==> src/rtl/pc_redirect_unit.sv <==
// PC / IF-ID owner at the end of the branch-decision path: redirects fetch on a
// taken branch, holds a Flush window to squash younger stages, honours load-use stalls.
module pc_redirect_unit #(
  parameter int unsigned          WIDTH        = 32,
  parameter logic [WIDTH-1:0]     RESET_PC     = '0,
  parameter int unsigned          FLUSH_CYCLES = 3
) (
  input  logic             Clk,
  input  logic             Rst,
  input  logic             PCSrc,
  input  logic [WIDTH-1:0] BranchTarget,
  input  logic             Stall,
  input  logic [31:0]      InstrIn,
  output logic [WIDTH-1:0] PC,
  output logic [31:0]      IFID_Instr,
  output logic [WIDTH-1:0] IFID_PCPlus4,
  output logic             IFID_Valid,
  output logic             Flush,
  output logic [15:0]      RedirectCount
);
  localparam int unsigned CW = $clog2(FLUSH_CYCLES) + 1;
  localparam logic [WIDTH-1:0] PC_STEP    = WIDTH'(4);
  localparam logic [WIDTH-1:0] ALIGN_MASK = ~WIDTH'(3);

  typedef enum logic {RUN, FLUSH} state_t;

  state_t           state_q, state_d;
  logic [CW-1:0]    cnt_q, cnt_d;
  logic [WIDTH-1:0] pc_q, pc_d;
  logic [31:0]      instr_q, instr_d;
  logic [WIDTH-1:0] pcp4_q, pcp4_d;
  logic             valid_q, valid_d;
  logic [15:0]      rcnt_q, rcnt_d;

  always_comb begin
    state_d = state_q;
    cnt_d   = cnt_q;
    pc_d    = pc_q;
    instr_d = instr_q;
    pcp4_d  = pcp4_q;
    valid_d = valid_q;
    rcnt_d  = rcnt_q;
    if (PCSrc) begin
      // A new redirect always restarts the window, even mid-flush.
      pc_d    = BranchTarget & ALIGN_MASK;
      instr_d = '0;
      pcp4_d  = '0;
      valid_d = 1'b0;
      state_d = FLUSH;
      cnt_d   = CW'(FLUSH_CYCLES - 1);
      if (rcnt_q != 16'hFFFF) rcnt_d = rcnt_q + 16'd1;
    end else if (Stall && state_q == RUN) begin
      // hold everything
    end else begin
      // Stalls during FLUSH come from wrong-path instructions, so advance anyway.
      pc_d    = pc_q + PC_STEP;
      instr_d = InstrIn;
      pcp4_d  = pc_q + PC_STEP;
      valid_d = 1'b1;
      if (state_q == FLUSH) begin
        if (cnt_q == '0) state_d = RUN;
        else             cnt_d   = cnt_q - CW'(1);
      end
    end
  end

  always_ff @(posedge Clk) begin
    if (!Rst) begin
      state_q <= RUN;
      cnt_q   <= '0;
      pc_q    <= RESET_PC;
      instr_q <= '0;
      pcp4_q  <= '0;
      valid_q <= 1'b0;
      rcnt_q  <= '0;
    end else begin
      state_q <= state_d;
      cnt_q   <= cnt_d;
      pc_q    <= pc_d;
      instr_q <= instr_d;
      pcp4_q  <= pcp4_d;
      valid_q <= valid_d;
      rcnt_q  <= rcnt_d;
    end
  end

  assign PC            = pc_q;
  assign IFID_Instr    = instr_q;
  assign IFID_PCPlus4  = pcp4_q;
  assign IFID_Valid    = valid_q;
  assign Flush         = (state_q == FLUSH);
  assign RedirectCount = rcnt_q;
endmodule
==> config.mk <==
export PLATFORM = sky130hd
export DESIGN_NAME = pc_redirect_unit
export DESIGN_NICKNAME = d
export VERILOG_FILES = /design/src/rtl/pc_redirect_unit.sv
export SDC_FILE = /design/constraint.sdc
export NUM_CORES = 1
export LEC_CHECK = 0
export ABC_AREA = 1
export CORE_ASPECT_RATIO = 1.2
export CORE_MARGIN = 2
export CORE_UTILIZATION = 45
export CTS_CLUSTER_DIAMETER = 150
export DETAILED_ROUTE_END_ITERATION = 10
export HOLD_SLACK_MARGIN = 0.05
export PLACE_DENSITY_LB_ADDON = 0.15
export SYNTH_ARGS = -nofsm -noshare
export SYNTH_HDL_FRONTEND = slang
export SYNTH_SLANG_ARGS = --single-unit
==> constraint.sdc <==
create_clock -name Clk -period 2.2 [get_ports Clk]
set_clock_uncertainty 0.15 [all_clocks]
set_input_delay 0.33 -clock Clk [delete_from_list [all_inputs] [get_ports Clk]]
set_output_delay 0.33 -clock Clk [all_outputs]
set_load 0.02 [all_outputs]
Word level (Yosys, flattened, before mapping) --
Index checks and enable logic that the tools add are counted.
Storage, ports and cells: register bits 117, output and inout port bits 114, bits of input ports 68, logic and storage cells 36
Cells by class: $add $sub $neg 3, bitwise gates (word level) 4, eq/ne operators 3, reduce and logical (&&, ||, !) cells 7, multiplexer cells 10
Operators by type and width (number):
- 2-to-1 mux 32 bit | 2
- adder 32 x 3 -> 32 bit, second input constant | 1
- adder 16 x 1 -> 16 bit, second input constant | 1
- inequality test 16 bit, second input constant | 1
- 2-to-1 mux 2 bit | 4
- AND reduction 3 bit | 2
- 2-to-1 mux 1 bit | 4
- inequality test 2 bit, second input constant | 2
- NOT 1 bit | 4
- logical NOT 3 bit | 1
- subtractor 3 x 1 -> 3 bit, second input constant | 1
- AND reduction 2 bit | 1
- nonzero test 2 bit | 1
- OR reduction 2 bit | 1
- logical AND 1 bit | 1

Logic depth before layout (Yosys ltp) --
Gate-level depths: netlist of the first run.
word-level depth 5, gate-level depth with buffers 9, depth with buffers taken out 9

Worst setup path before layout of the first run --
Ideal clock, no wire load.
path kind flip-flop to flip-flop, start point reg rcnt_q[0], in the netlist RedirectCount[0], end point reg rcnt_q[6], in the netlist RedirectCount[6], stages on the path, launching flop included 10, arrival 1583 ps, required time 1908 ps, setup slack 325 ps, buffers on the path 1, path through dfxtp_1 > ha_1 > nand2_2 > nor2_4 > nand2_4 > nor2_1 > nor2_2 > buf_2 > nand2_1 > a21oi_2
On the way: cells in the longest elaborated chain, start to end 2, elaborated cells between the ends (all ways) 3, those cells by class add/sub (1); eq/ne (1); reduce/logical (1)
Ends and longest elaborated chain:
- from (decl) | line 33 | logic [15:0] rcnt_q, rcnt_d;
- from (signal assigned) | line 83 | rcnt_q <= rcnt_d;
- parallel branches: the longest is 2 deep, another holds adder 16 x 1 -> 16 bit
Parallel ways; which one is timed is not known. A chain may end at the register's enable or synchronous reset.

Worst setup path in the final report of the first run --
start point reg rcnt_q[1], in the netlist RedirectCount[1], end point reg rcnt_q[3], in the netlist RedirectCount[3]
The elaborated chain is that of the path after synthesis.

==> results of run 1 <==
[power by group through the flow]
| stage | clock network [W] | logic, W | registers, W |
|---|---|---|---|
| 3_5_place_dp | 0 | 0.000639 | 0.00225 |
| 5_1_grt | 0.00299 | 0.000689 | 0.00222 |
| 4_1_cts | 0.00289 | 0.000643 | 0.00221 |
| 3_3_place_gp | 0 | 0.000628 | 0.00225 |
| 2_1_floorplan | 0 | 0.000208 | 0.00233 |
| 6_report | 0.00285 | 0.000640 | 0.00221 |
[state kept, by name (all words and copies together) (netlist names)]
name / count
IFID_PCPlus4: 30
PC: 30
IFID_Valid: 1
cnt_q: 3
RedirectCount: 16
Flush: 1
IFID_Instr: 32
[through the flow]
step           hold WS (ns)  setup WS, ns
2_1_floorplan         0.287         0.325
3_3_place_gp          0.285         0.246
3_5_place_dp          0.290         0.187
4_1_cts               0.300         0.161
5_1_grt               0.315        0.0319
6_report              0.298         0.157
[worst reg2reg max path: cells and delay by family (launching register included)]
kind,cells,cell delay (ns)
AOI/OAI and AO/OA,2,0.59
DFF,1,0.42
adders and majority gates,1,0.32
and+or+nand+nor,4,0.50
[synth_stat cells (2+ instances only)]
| master | instances | area share (%) |
|---|---|---|
| o211ai_1 | 9 | 1.3 |
| a21oi_2 | 10 | 1.7 |
| buf_2 | 12 | 1.2 |
| a21oi_1 | 10 | 0.97 |
| nand4_1 | 11 | 1.3 |
| inv_2 | 7 | 0.51 |
| dfxtp_1 | 113 | 44 |
| nor3_1 | 2 | 0.19 |
| a22o_1 | 32 | 5.5 |
| nor2_1 | 67 | 4.9 |
| ha_1 | 2 | 0.49 |
| nand2_1 | 256 | 19 |
| nand2_2 | 4 | 0.49 |
| a32oi_1 | 3 | 0.51 |
| clkbuf_1 | 8 | 0.58 |
| buf_4 | 6 | 0.88 |
| nor2_4 | 4 | 0.88 |
| or2_2 | 3 | 0.37 |
| nand3_1 | 62 | 6.0 |
| o21ai_0 | 27 | 2.6 |
| nor2_2 | 4 | 0.49 |
| inv_1 | 52 | 3.8 |
| o21ai_1 | 4 | 0.39 |
| xor2_1 | 5 | 0.85 |
| xnor2_1 | 2 | 0.34 |
[layout make-up]
cell class | count | area share [%]
Clock buffer | 20 | 6.07
Clock inverter | 12 | 2.05
Inverter | 59 | 2.88
Multi-Input combinational cell | 524 | 32.8
Sequential cell | 113 | 29.4
Tap cell | 154 | 2.51
Timing Repair Buffer | 188 | 24.2
[cell usage in the layout (no fill, tap or decap), drive strengths merged]
cell type      count
bufinv             3
or2                3
buf               13
conb               4
a31oi              1
a32oi              3
nand4             11
clkinv             6
ha                 2
inv               59
a22o              32
nand2            261
clkbuf            20
clkdlybuf4s50    175
dfxtp            113
nor3               2
nand3             62
nor2              75
xor2               5
o211ai             9
clkinvlp           3
o21ai             32
xnor2              2
a21oi             20
[final timing paths]
check	slack (ns)	cells past startpoint	from	end
max	0.16	7	RedirectCount[1]$_SDFFE_PN0P_	RedirectCount[3]$_SDFFE_PN0P_
min	0.30	2	IFID_PCPlus4[31]$_SDFFE_PP0N_	IFID_PCPlus4[31]$_SDFFE_PP0N_
max reg2reg	0.16	7	RedirectCount[1]$_SDFFE_PN0P_	RedirectCount[3]$_SDFFE_PN0P_
min reg2reg	0.30	2	IFID_PCPlus4[31]$_SDFFE_PP0N_	IFID_PCPlus4[31]$_SDFFE_PP0N_
[logic make-up (layout without fill, tap and decap cells)]
logic type / count (synthesis) / after routing / synth area share [%]
AO/OA/AOI/OAI: 97 / 97 / 13.4
XOR/XNOR: 7 / 7 / 1.19
adder cells (fa/ha/maj): 2 / 2 / 0.487
buffers and inverters: 86 / 279 / 7.16
flip-flops: 113 / 113 / 44.0
other: 1 / 4 / 0.0730
AND/OR/NAND/NOR: 414 / 414 / 33.6
[metal layers]
layer | track usage, % | up-vias | part of all wire [%]
met1 | 29.0 | 2538 | 39
met2 | 44.4 | 210 | 50
met5 | 0 | - | 0
met3 | 8.29 | 30 | 8.1
met4 | 10.1 | 0 | 2.5
li1 | - | 2718 | -
==> flow_summary.ini, run 1 <==
[floorplan]
ios = 182
placementRows = 42
dieArea_um2 = 12300
fp.coreArea_um2 = 11100
chipHeight_um = 121
dieWidth_um = 102
start_util_pct = 46.3

[yosys]
synth_ff_type = dfxtp_1
syn-cell-area_um2 = 5140
ys_seq_area_share_pct = 44.0
syn_avg_cell_area_um2 = 7.13
async_flop_share_pct = 0
ys_ff_latch = 113
ys_types = 30
synthCells = 720
ys_warn_count = 0
synth_edf_count = 0

[drt]
firstDrtPassIters = 5
postRouteAntennaNets = 0
drt_iter0_markers = 215
wl_per_cell_um = 14.5
avgViaCountPerCell = 5.14
drc = 0
wirelength_um = 15600
dr_total_vias = 5496

[power_and_ir_drop]
totalPowerFinal_w = 0.00570
p_sw_w = 0.00138
clockPowerShare_pct = 50.0
leakagePower_nw = 3.14
powerDensity_nw_per_um2 = 741
power_frac_seq_pct = 38.8
intPower_w = 0.00432
vdd_ir_drop_max_mv = 0.427
swShare_pct = 24.2
combPwrFrac_pct = 11.2

[grt]
first_global_vias = 5362
grt_first_pass_wirelength_um = 25000
antenna_found_initial = 0
gr-total-overflow = 0
gr-usage-all-layers_pct = 25.7
grt_max_degree = 33

[setup_path]
cp_max_fo = 16
arrival_ns = 2.23
slowest_delay_ns = 0.42
critical_path.cell_chain = ha_1 -> nand2_2 -> nor2_4 -> nand2_4 -> o21ai_4 -> nand2_1 -> a21oi_1
critPathBufInv = 0
critPathRequiredTime_ns = 2.39
slowest_stage = dfxtp_1
start_kind = flip-flop
cpLargestDelayFamily = compound AO/OA/AOI/OAI gates
critPathCaptureType = flip-flop
critical_path_class = flip-flop to flip-flop

[sta]
worstMarginPinSlew_ns = 0.631
tns_ns = 0
rsz0062_at_grt = no
setup_violations = 0
hold_viol_final = 0
relSlewSlack_pct = 57.9
finalMaxSlewViolations = 0
clock.fmax_ghz = 0.489
period_share_pct = 92.9
period_needed_ns = 2.04

[finish]
post-route-cell-area_um2 = 7680
diodes = 0
fillers = 944
drive_above_1_share_pct = 8.62
multi_input_area_um2 = 2520
seqCellArea_um2 = 2260
syn_to_final_growth_pct = 49.6
nets = 973
fin_cells = 1070
finish.utilization_pct = 69.3

[min_path]
hold_path_class = flip-flop to flip-flop

[outcome]
status = finished, final reports clean

[clock_tree]
htreeDepth = 4
cts_sinks = 113
ctsResizeCount = 0
clkTransAtPathRegs_ns = 0.06
root_buffer = clkbuf_16
cts.path.max_buffers = 2
hold_buffers = 0
clock_latency_ns = 0.41
cts_tree = yes
cts_setup_buffers = 0
cts_made_buffers = 17

[placement]
dp.cells = 1038
place.detailed.hpwl_um = 11200
gp_congestion = 0.890
place_area_um2 = 7060
port_buffers = 175

[run]
maxCapViolations = 0
Power figures use the tool's default switching activity.
==> run 2: changes to the inputs <==
--- a/config.mk
+++ b/config.mk
@@ -13,6 +13,7 @@
 export DETAILED_ROUTE_END_ITERATION = 10
 export HOLD_SLACK_MARGIN = 0.05
 export PLACE_DENSITY_LB_ADDON = 0.15
+export SLEW_MARGIN = 15
 export SYNTH_ARGS = -nofsm -noshare
 export SYNTH_HDL_FRONTEND = slang
 export SYNTH_SLANG_ARGS = --single-unit
==> constraint.sdc (replaced) <==
create_clock -name Clk -period 2.2 [get_ports Clk]
set_clock_uncertainty 0.15 [all_clocks]
set_input_delay 0.55 -clock Clk [delete_from_list [all_inputs] [get_ports Clk]]
set_output_delay 0.55 -clock Clk [all_outputs]
set_load 0.02 [all_outputs]
==> run 2 against run 1 <==
Net effect: sequential power is essentially flat; wire length grew 0.59%; critical path type is now flip-flop to primary output; via count fell by 1.3%; clock power up 2%; combinational power increased by 1%; critical path depth down 6; hold slack gained 0.00057 ns; global-route usage rose by 0.21 points; first-iteration DRC count is 11% higher.
==> flow_summary.ini, run 2 (synthesized netlist as in run 1, its figures left out) <==
[grt]
first_global_vias = 5391
gr-total-overflow = 0
gr-usage-all-layers_pct = 25.9
grt_first_pass_wirelength_um = 25100
grt_max_degree = 34
antenna_found_initial = 0

[power_and_ir_drop]
clockPowerShare_pct = 50.4
leakagePower_nw = 3.54
totalPowerFinal_w = 0.00577
p_sw_w = 0.00134
intPower_w = 0.00443
vdd_ir_drop_max_mv = 0.485
power_frac_seq_pct = 38.3
combPwrFrac_pct = 11.2
powerDensity_nw_per_um2 = 740
swShare_pct = 23.3

[setup_path]
crit_path_start = PC[27]$_SDFFE_PN0P_
r2r-start = PC[2]$_SDFFE_PN0P_
critical_path.cell_chain = clkdlybuf4s50_1
start_kind = flip-flop
arrival_ns = 1.48
critPathRequiredTime_ns = 1.50
worst_r2r_path_depth = 8
critPathBufInv = 1
critPathCaptureType = primary output
cp_max_fo = 5
cpLargestDelayFamily = buffers and inverters
critical_path_class = flip-flop to primary output
r2r-end = IFID_PCPlus4[22]$_SDFFE_PP0N_
r2r_setup_slack_ns = 0.26
slowest_delay_ns = 0.65
slowest_stage = clkdlybuf4s50_1

[floorplan]
chipHeight_um = 121
dieArea_um2 = 12300
placementRows = 42
start_util_pct = 46.3
ios = 182
dieWidth_um = 102
fp.coreArea_um2 = 11100

[drt]
wl_met2_um = 7980
wl_per_cell_um = 14.5
dr_total_vias = 5427
avgViaCountPerCell = 5.04
firstDrtPassIters = 5
drt_iter0_markers = 239
wirelength_um = 15700
drc = 0
postRouteAntennaNets = 0
wl_met3_um = 1130
highest_layer = met4
met1Wirelength_um = 6110

[placement]
pre_cts_ws_ns = 0.00297
place.detailed.hpwl_um = 11500
port_buffers = 175
gp_congestion = 0.892

[clock_tree]
clkTransAtPathRegs_ns = 0.05
cts_made_buffers = 17
clock_latency_ns = 0.41
cts_tree = yes
root_buffer = clkbuf_16
cts.path.max_buffers = 2
htreeDepth = 4
hold_buffers = 0
cts_sinks = 113

[finish]
layout_common_cells = nand2_1, clkdlybuf4s50_1, dfxtp_1
syn_to_final_growth_pct = 51.9
final_common_cell = nand2_1
fillers = 930
diodes = 0
largest_reg_flops = 32
drive_above_1_share_pct = 9.00
finish.utilization_pct = 70.4
nets = 979

[sta]
period_needed_ns = 2.18
rsz0062_at_grt = no
hold_viol_final = 0
setup_violations = 0
finalMaxSlewViolations = 0
period_share_pct = 99.0
clock.fmax_ghz = 0.459
tns_ns = 0
postLayoutSetupSlackWorst_ns = 0.0212

[min_path]
hold_path_depth = 2
hold_path_end = IFID_PCPlus4[4]$_SDFFE_PP0N_
hold_path_class = flip-flop to flip-flop
hp-start = IFID_PCPlus4[4]$_SDFFE_PP0N_

[outcome]
status = finished, final reports clean

[run]
maxCapViolations = 0
[run 2: cell count changes in the layout (fill, tap and decap cells not counted), sizes merged, moves of 2 or more]
| cell | delta |
|---|---|
| dlymetal6s2s | +18 |
| clkinvlp | -2 |
| buf | +6 |
| clkbuf | +2 |
| clkdlybuf4s50 | -30 |
| dlygate4sd2 | +12 |
[run 2: worst max path at each step]
stage,end,slack (ns),cells past startpoint
6_report,PC[27],0.02,1
5_1_grt,PC[27],0.002,1
4_1_cts,RedirectCount[7],0.003,1
3_5_place_dp,PC[11]$_SDFFE_PN0P_,0.003,7
3_3_place_gp,PC[10]$_SDFFE_PN0P_,0.07,7
2_1_floorplan,RedirectCount[6]$_SDFFE_PN0P_,0.32,9
[run 2: worst register-to-register path, delay by kind of cell, from the launching register on]
| kind | cells | cell delay (ns) |
|---|---|---|
| DFF | 1 | 0.41 |
| and+or+nand+nor | 7 | 1.06 |
| adders and majority gates | 1 | 0.22 |
[run 2: power by group through the flow]
| stage | Sequential, W | Combinational [W] | Clock (W) |
|---|---|---|---|
| final | 0.00221 | 0.000648 | 0.00291 |
| after global routing | 0.00222 | 0.000698 | 0.00303 |
| after CTS | 0.00221 | 0.000649 | 0.00294 |
| after detailed placement | 0.00225 | 0.000650 | 0 |
| after global placement | 0.00225 | 0.000639 | 0 |
| after floorplan | 0.00233 | 0.000208 | 0 |
[run 2: cell type report]
type                       count  area (um2)  share of cell area, %
tap                          154         193                   2.47
sequential                   113        2260                   29.0
clock inverter                10         156                   2.00
inverter                      59         221                   2.84
timing repair buffer         194        1970                   25.3
clock buffer                  22         474                   6.08
multi-input combinational    524        2520                   32.3
[run 2: timing repair]
action	4_1_cts	5_1_grt
endpoints found under the hold margin	0	0
pin swaps	0	1
buffers inserted	0	1
setup endpoints to repair	12	24
gates resized for setup	12	18
[run 2: per-stage QoR]
step / instance area (um2) / instances / hold slack [ns]
after global routing: 7800 / 1076 / 0.312
after global placement: 7120 / 1043 / 0.286
after CTS: 7740 / 1075 / 0.299
after detailed placement: 7120 / 1043 / 0.288
final: 7800 / 1076 / 0.299
after floorplan: 5150 / 723 / 0.287
[run 2: layer usage]
layer / up-vias / GRT usage (%)
met5: - / 0
met4: 0 / 11.1
met3: 34 / 8.12
li1: 2712 / -
met1: 2469 / 28.8
met2: 212 / 45.0
